## config.mk

```make
export PLATFORM = sky130hd
export DESIGN_NAME = vga_scan_timing_flat
export DESIGN_NICKNAME = d
export VERILOG_FILES = /design/src/rtl/vga_timing_pkg.sv /design/src/rtl/vga_scan_timing_if.sv /design/src/rtl/vga_axis_counter.sv /design/src/rtl/vga_scan_timing.sv /design/src/flat_wrapper.sv
export SDC_FILE = /design/constraint.sdc
export NUM_CORES = 1
export LEC_CHECK = 0
export ABC_AREA = 1
export BUFFER_PORTS_ARGS = -buffer_cell sky130_fd_sc_hd__buf_4
export CAP_MARGIN = 20
export CORE_ASPECT_RATIO = 1.25
export CORE_UTILIZATION = 53
export DETAILED_ROUTE_END_ITERATION = 7
export PLACE_DENSITY = 0.83
export SYNTH_ARGS = -nofsm -noshare
export SYNTH_HDL_FRONTEND = slang
export SYNTH_SLANG_ARGS = --single-unit
```

## constraint.sdc

```tcl
create_clock -name CLK -period 4 [get_ports CLK]
set_clock_uncertainty 0.05 [all_clocks]
set_input_delay 0.4 -clock CLK [delete_from_list [all_inputs] [get_ports CLK]]
set_output_delay 0.4 -clock CLK [all_outputs]
set_load 0.02 [all_outputs]
```

## src/rtl/vga_timing_pkg.sv

```systemverilog
// Shared constants for the VGA raster timing slice: default 640x480 geometry,
// sync polarity encodings, coordinate width and counter-width helpers.
package vga_timing_pkg;

  localparam int unsigned COORD_W = 32;

  localparam int unsigned H_ACTIVE_DEF = 640;
  localparam int unsigned H_FP_DEF     = 16;
  localparam int unsigned H_SYNC_DEF   = 96;
  localparam int unsigned H_BP_DEF     = 48;
  localparam int unsigned H_TOTAL_DEF  = H_ACTIVE_DEF + H_FP_DEF + H_SYNC_DEF + H_BP_DEF;

  localparam int unsigned V_ACTIVE_DEF = 480;
  localparam int unsigned V_FP_DEF     = 10;
  localparam int unsigned V_SYNC_DEF   = 2;
  localparam int unsigned V_BP_DEF     = 33;
  localparam int unsigned V_TOTAL_DEF  = V_ACTIVE_DEF + V_FP_DEF + V_SYNC_DEF + V_BP_DEF;

  localparam logic SYNC_ACTIVE_LOW  = 1'b0;
  localparam logic SYNC_ACTIVE_HIGH = 1'b1;

  typedef logic [COORD_W-1:0] coord_t;
  typedef logic [7:0]         frame_cnt_t;

  function automatic int unsigned axis_total(input int unsigned active, input int unsigned fp,
                                             input int unsigned sync, input int unsigned bp);
    return active + fp + sync + bp;
  endfunction

  // A degenerate one-position axis still needs a 1-bit counter.
  function automatic int unsigned cnt_width(input int unsigned total);
    return (total > 1) ? $clog2(total) : 1;
  endfunction

endpackage

```

## src/rtl/vga_scan_timing_if.sv

```systemverilog
// Raster output bundle: coordinates, blanking, sync pins, pixel enable and frame info.
// The timing generator drives it through the master modport; consumers use slave.
interface vga_scan_timing_if;
  import vga_timing_pkg::*;

  coord_t     col;
  coord_t     row;
  logic       vnotactive;
  logic       hsync;
  logic       vsync;
  logic       pix_ce;
  logic       frame_start;
  frame_cnt_t frame_cnt;

  modport master (
    output col,
    output row,
    output vnotactive,
    output hsync,
    output vsync,
    output pix_ce,
    output frame_start,
    output frame_cnt
  );

  modport slave (
    input col,
    input row,
    input vnotactive,
    input hsync,
    input vsync,
    input pix_ce,
    input frame_start,
    input frame_cnt
  );

endinterface

```

## src/rtl/vga_axis_counter.sv

```systemverilog
// One raster axis: position counter with wrap strobe plus sync-window and blanking
// flags registered from the next count, so they always describe the current count.
module vga_axis_counter
  import vga_timing_pkg::*;
#(
  parameter int unsigned ACTIVE = H_ACTIVE_DEF,
  parameter int unsigned FP     = H_FP_DEF,
  parameter int unsigned SYNC   = H_SYNC_DEF,
  parameter int unsigned BP     = H_BP_DEF,
  parameter int unsigned CNT_W  = cnt_width(axis_total(ACTIVE, FP, SYNC, BP))
) (
  input  logic             CLK,
  input  logic             RST,
  input  logic             inc,
  output logic [CNT_W-1:0] cnt,
  output logic             wrap,
  output logic             sync_act,
  output logic             blank
);

  localparam int unsigned      TOTAL    = axis_total(ACTIVE, FP, SYNC, BP);
  localparam logic [CNT_W-1:0] LAST     = CNT_W'(TOTAL - 1);
  localparam logic [31:0]      SYNC_LO  = 32'(ACTIVE + FP);
  localparam logic [31:0]      SYNC_HI  = 32'(ACTIVE + FP + SYNC);
  localparam logic [31:0]      ACT_LIM  = 32'(ACTIVE);

  logic [CNT_W-1:0] r_cnt;
  logic [CNT_W-1:0] w_cnt_d;
  logic [31:0]      w_cnt_d_ext;
  logic             r_sync_act;
  logic             r_blank;
  logic             w_wrap;

  assign w_wrap = inc & (r_cnt == LAST);

  always_comb begin
    w_cnt_d = r_cnt;
    if (inc) begin
      w_cnt_d = w_wrap ? '0 : r_cnt + CNT_W'(1);
    end
  end

  // Compare in 32 bits: the sync window end may equal TOTAL, which need not fit CNT_W.
  assign w_cnt_d_ext = 32'(w_cnt_d);

  always_ff @(posedge CLK) begin
    if (RST) begin
      r_cnt      <= '0;
      r_sync_act <= 1'b0;
      r_blank    <= 1'b0;
    end else begin
      r_cnt      <= w_cnt_d;
      r_sync_act <= (w_cnt_d_ext >= SYNC_LO) && (w_cnt_d_ext < SYNC_HI);
      r_blank    <= (w_cnt_d_ext >= ACT_LIM);
    end
  end

  assign cnt      = r_cnt;
  assign wrap     = w_wrap;
  assign sync_act = r_sync_act;
  assign blank    = r_blank;

endmodule

```

## src/rtl/vga_scan_timing.sv

```systemverilog
// Raster timing generator: H/V axis counters, sync polarity, pixel enable and frame
// counter. Define VGA_PIXEL_DIV2_EN to advance on every second CLK (50 MHz clock).
module vga_scan_timing
  import vga_timing_pkg::*;
#(
  parameter int unsigned H_ACTIVE = H_ACTIVE_DEF,
  parameter int unsigned H_FP     = H_FP_DEF,
  parameter int unsigned H_SYNC   = H_SYNC_DEF,
  parameter int unsigned H_BP     = H_BP_DEF,
  parameter int unsigned V_ACTIVE = V_ACTIVE_DEF,
  parameter int unsigned V_FP     = V_FP_DEF,
  parameter int unsigned V_SYNC   = V_SYNC_DEF,
  parameter int unsigned V_BP     = V_BP_DEF,
  parameter logic        SYNC_POL = SYNC_ACTIVE_LOW
) (
  input  logic                CLK,
  input  logic                RST,
  vga_scan_timing_if.master   vga
);

  localparam int unsigned H_TOTAL = axis_total(H_ACTIVE, H_FP, H_SYNC, H_BP);
  localparam int unsigned V_TOTAL = axis_total(V_ACTIVE, V_FP, V_SYNC, V_BP);
  localparam int unsigned H_W     = cnt_width(H_TOTAL);
  localparam int unsigned V_W     = cnt_width(V_TOTAL);

  logic           w_pix_ce;
  logic [H_W-1:0] w_hcnt;
  logic [V_W-1:0] w_vcnt;
  logic           w_h_wrap;
  logic           w_v_wrap;
  logic           w_h_sync_act;
  logic           w_v_sync_act;
  logic           w_h_blank;
  logic           w_v_blank;
  logic           w_frame_wrap;

  logic           r_frame_start;
  frame_cnt_t     r_frame_cnt;

`ifdef VGA_PIXEL_DIV2_EN
  logic r_div;

  // Low on the first cycle after reset release, then alternates.
  always_ff @(posedge CLK) begin
    if (RST) begin
      r_div <= 1'b0;
    end else begin
      r_div <= ~r_div;
    end
  end

  assign w_pix_ce = r_div;
`else
  assign w_pix_ce = 1'b1;
`endif

  vga_axis_counter #(
    .ACTIVE (H_ACTIVE),
    .FP     (H_FP),
    .SYNC   (H_SYNC),
    .BP     (H_BP),
    .CNT_W  (H_W)
  ) u_h_axis (
    .CLK      (CLK),
    .RST      (RST),
    .inc      (w_pix_ce),
    .cnt      (w_hcnt),
    .wrap     (w_h_wrap),
    .sync_act (w_h_sync_act),
    .blank    (w_h_blank)
  );

  vga_axis_counter #(
    .ACTIVE (V_ACTIVE),
    .FP     (V_FP),
    .SYNC   (V_SYNC),
    .BP     (V_BP),
    .CNT_W  (V_W)
  ) u_v_axis (
    .CLK      (CLK),
    .RST      (RST),
    .inc      (w_h_wrap),
    .cnt      (w_vcnt),
    .wrap     (w_v_wrap),
    .sync_act (w_v_sync_act),
    .blank    (w_v_blank)
  );

  // The vertical axis only advances on a line wrap, so its wrap marks the frame wrap.
  assign w_frame_wrap = w_h_wrap & w_v_wrap;

  // frame_start updates only on pixel enables so it spans the whole (0,0) tick.
  always_ff @(posedge CLK) begin
    if (RST) begin
      r_frame_start <= 1'b0;
      r_frame_cnt   <= '0;
    end else begin
      if (w_pix_ce) begin
        r_frame_start <= w_frame_wrap;
      end
      if (w_frame_wrap) begin
        r_frame_cnt <= r_frame_cnt + 8'd1;
      end
    end
  end

  assign vga.col         = COORD_W'(w_hcnt);
  assign vga.row         = COORD_W'(w_vcnt);
  assign vga.vnotactive  = w_h_blank | w_v_blank;
  assign vga.hsync       = w_h_sync_act ? SYNC_POL : ~SYNC_POL;
  assign vga.vsync       = w_v_sync_act ? SYNC_POL : ~SYNC_POL;
  assign vga.pix_ce      = w_pix_ce;
  assign vga.frame_start = r_frame_start;
  assign vga.frame_cnt   = r_frame_cnt;

endmodule

```

## src/flat_wrapper.sv

```systemverilog
// flat-port wrapper written by rule: the top's interface ports become plain ports
module vga_scan_timing_flat import vga_timing_pkg::*;
#(
  parameter int unsigned H_ACTIVE = H_ACTIVE_DEF,
  parameter int unsigned H_FP     = H_FP_DEF,
  parameter int unsigned H_SYNC   = H_SYNC_DEF,
  parameter int unsigned H_BP     = H_BP_DEF,
  parameter int unsigned V_ACTIVE = V_ACTIVE_DEF,
  parameter int unsigned V_FP     = V_FP_DEF,
  parameter int unsigned V_SYNC   = V_SYNC_DEF,
  parameter int unsigned V_BP     = V_BP_DEF,
  parameter logic        SYNC_POL = SYNC_ACTIVE_LOW
)
  (CLK, RST, vga_col, vga_row, vga_vnotactive, vga_hsync, vga_vsync, vga_pix_ce, vga_frame_start, vga_frame_cnt);
  vga_scan_timing_if vga_i ();
  input  logic CLK;
  input  logic RST;
  output wire logic [$bits(vga_i.col)-1:0] vga_col;
  output wire logic [$bits(vga_i.row)-1:0] vga_row;
  output wire logic [$bits(vga_i.vnotactive)-1:0] vga_vnotactive;
  output wire logic [$bits(vga_i.hsync)-1:0] vga_hsync;
  output wire logic [$bits(vga_i.vsync)-1:0] vga_vsync;
  output wire logic [$bits(vga_i.pix_ce)-1:0] vga_pix_ce;
  output wire logic [$bits(vga_i.frame_start)-1:0] vga_frame_start;
  output wire logic [$bits(vga_i.frame_cnt)-1:0] vga_frame_cnt;
  assign vga_col = vga_i.col;
  assign vga_row = vga_i.row;
  assign vga_vnotactive = vga_i.vnotactive;
  assign vga_hsync = vga_i.hsync;
  assign vga_vsync = vga_i.vsync;
  assign vga_pix_ce = vga_i.pix_ce;
  assign vga_frame_start = vga_i.frame_start;
  assign vga_frame_cnt = vga_i.frame_cnt;
  vga_scan_timing #(.H_ACTIVE(H_ACTIVE), .H_FP(H_FP), .H_SYNC(H_SYNC), .H_BP(H_BP), .V_ACTIVE(V_ACTIVE), .V_FP(V_FP), .V_SYNC(V_SYNC), .V_BP(V_BP), .SYNC_POL(SYNC_POL)) u_core (.CLK(CLK), .RST(RST), .vga(vga_i));
endmodule
```

==> results.md <==
* Status: finished clean
* Unrepaired setup endpoints after global routing: no
* DRC viols at 0
* Dpl ws at 2.15 ns
* Max_cap viols at 0
* Critical Path RT at between 4 and 5 ns
* Synth Cell Area at between 2000 and 2500 um^2
* Synth area leader: dfxtp_1
* Startpoint types: register
* GPL Wtd Cong at 0.913
* R2R depth at 8
* Worst vdd ir at 215 uV
* Port bufs at 33
* Fraction of registers with async set or reset after synthesis at 0%
* Reg-to-reg startpoint: u_core.u_h_axis.cnt[0]$_SDFF_PP0_
* Initial antenna violation count at 0
* Hold path depth at 2
* Pwr per Cell Area at roughly 280 nW/um^2
* 1st-iter DRT viols at 84
* Pwr Total at between 0.6 and 0.7 mW
* Setup Viol. Count Final at 0
* Setup total negative slack at 0 ns
* Number of diodes at 0
* Area Overhead vs Synth at 10.3%
* Crit. End Element: register
* Lkg Pwr at around 1.1 nW
* Core Area at ~3800 um^2
* Top cell type's share of synthesized area at 31.7%
* Max clock buf depth at 2
* Post CTS Setup Buffer Count at 0
* Die width at between 50 and 60 um
* Io pins at 79
* Final HPWL DP at 3.13 mm
* Pre-antenna DRT Iters at 4
* Ranking of synthesized cells by area: dfxtp_1, buf_4, nand2_1
* CP arrival at slightly below 2 ns
* Post-synth EDFFs at 0
* Grt total ovfl at 0
* Final worst slack at roughly 2.2 ns
* Vias per cell at ~4.7
* Root Driver: clkbuf_8
* Vias in the first global route at between 1000 and 1500
* CTS HTree Levels at 2
* Largest net degree at the start of global routing at 17
* Crit share post-route at between 40% and 50%
* Wirelength per Cell at 10.4 um
* Share of cells above drive strength 1 at around a fifth
* Worst hold path type: in2reg
* Warnings, synthesis at 0
* Hold wc startpoint: RST
* Clock latency on the worst-skew pair at 0.29 ns
* Initial Util at between 50% and 60%
* Global-route wire length before repair at approximately 6.6 mm
* GRT Util Overall at between 20% and 30%
* Row cnt at 25
* Via count at 1800
* WS Path Type: reg2reg
* Register area share after synthesis at a little under a third
* Post-synth top flop: dfxtp_1
* Netlist cell types at 31
* Final Hold Viols at 0
* Max-slew violations at 0
* Final Net Count at ~340
* #FFs+latches synth at 33
* Synthesized instance count at around 300
* CTS buffer count at 5
* Clock transition at path regs at 0.07 ns
* Max Freq at ~540 MHz
* Die Ht at roughly 72 um
* Clk sinks at 33
* Post-CTS Hold Buffers at 0
* Tmin final at between 1.5 and 2 ns
* Routed wire length at roughly 4.0 mm
* Post_cts resized at 0
* Critical path launch point: u_core.u_h_axis.cnt[0]$_SDFF_PP0_
* Worst-path fanout max at 10
* CTS tree: done
* Die ar. at 4190 um^2
* Post-route ant nets at 0
* Post-Syn Area per Cell at roughly 7 um^2
-- layout by cell type (no fill, tap or decap) --
cell type and count:
a21oi_1 6, and2_1 1, xor2_1 2, dfxtp_1 33, nand2_1 55, conb_1 45, nor3_4 1, nor3b_2 1
a31o_2 1, nor4_1 1, clkbuf_8 5, inv_2 2, xnor2_1 1, nand2_2 2, nor3_1 9, nand4_1 8
o21bai_1 1, nor3b_1 2, nor2_1 32, clkbuf_1 1, nand3_1 21, buf_4 33, clkinv_2 2, nand3_2 4
nor2_2 5, nor2_4 4, clkinv_1 1, or2_2 2, o21ai_0 8, ha_1 5, nand2_4 1, nand4_2 1
inv_1 37
-- where the power goes --
part           switching (mW)  internal [mW]  leakage (nW)
Combinational          0.0498        0.00658         0.774
Sequential            0.00386          0.331         0.266
Clock                   0.124          0.120        0.0450
Total                   0.177          0.458          1.09
-- worst max-delay path, cell delays in order (launching register included) --
cell and delay (ns):
dfxtp_1 0.43, ha_1 0.27, nand4_2 0.18, nor2_4 0.27, nand2_4 0.13, nor3_4 0.18, nand3_1 0.11, nand2_1 0.07
a21oi_1 0.04
-- per-layer routing --
| metal | wire [um] | share of wire, % | global-route usage, % | up-vias |
|---|---|---|---|---|
| met5 | 0 | 0 | 0 | - |
| met4 | 82 | 2.0 | 9.26 | 0 |
| met3 | 197 | 4.9 | 5.35 | 10 |
| met2 | 2030 | 51 | 36.1 | 65 |
| met1 | 1690 | 42 | 24.1 | 811 |
| li1 | - | - | - | 914 |
-- sequential cells by signal, indices dropped and copies added (netlist names) --
register / cells
u_core.u_h_axis.blank: 1
u_core.u_h_axis.cnt: 10
u_core.u_h_axis.sync_act: 1
u_core.u_v_axis.blank: 1
u_core.u_v_axis.cnt: 10
u_core.u_v_axis.sync_act: 1
u_core.vga.frame_cnt: 8
u_core.vga.frame_start: 1
-- through the flow --
step	utilization [%]	area, um^2	cells	hold WS, ns
after CTS	60.8	2300	387	0.374
after global placement	58.6	2220	379	0.414
after detailed placement	58.6	2220	379	0.416
after global routing	60.8	2300	387	0.383
after floorplan	-	2250	339	0.490
final	60.8	2300	387	0.378
-- synth_stat cells, types with 2 or more instances --
cell	number
nand2_2	2
ha_1	5
inv_1	37
nand3_2	4
buf_4	45
or2_2	2
nor2_2	5
a21oi_1	6
xor2_1	2
nor2_1	32
nor3_1	9
clkbuf_1	2
nand4_1	8
dfxtp_1	33
nor2_4	4
o21ai_0	8
conb_1	2
inv_2	2
nand3_1	21
nand2_1	55
nor3b_1	2
-- layout make-up --
cell class                 count  area [um^2]
inverter                      40          150
multi-input combinational    219         1090
tap                           54         67.6
timing repair buffer          33          248
sequential                    33          661
fill                         345         1480
clock buffer                   6         72.6
clock inverter                 2         10.0
-- final timing paths --
check | to | slack (ns)
setup reg to reg | u_core.vga.frame_cnt[4]$_SDFFE_PP0P_ | 2.16
hold reg to reg | u_core.vga.frame_cnt[4]$_SDFFE_PP0P_ | 0.43
hold / removal | u_core.u_h_axis.cnt[1]$_SDFF_PP0_ | 0.38
setup / recovery | u_core.vga.frame_cnt[4]$_SDFFE_PP0P_ | 2.16
-- cells by family (layout without fill, tap and decap cells) --
family | after synthesis | in the layout | synth area share (%)
AO/OA/AOI/OAI | 16 | 16 | 4.14
XOR/XNOR | 3 | 3 | 1.26
adder cells (fa/ha/maj) | 5 | 5 | 3.00
buffers and inverters | 87 | 81 | 23.7
flip-flops | 33 | 33 | 31.7
other | 2 | 45 | 0.360
AND/OR/NAND/NOR | 150 | 150 | 35.9
(Power assumes the default switching activity.)
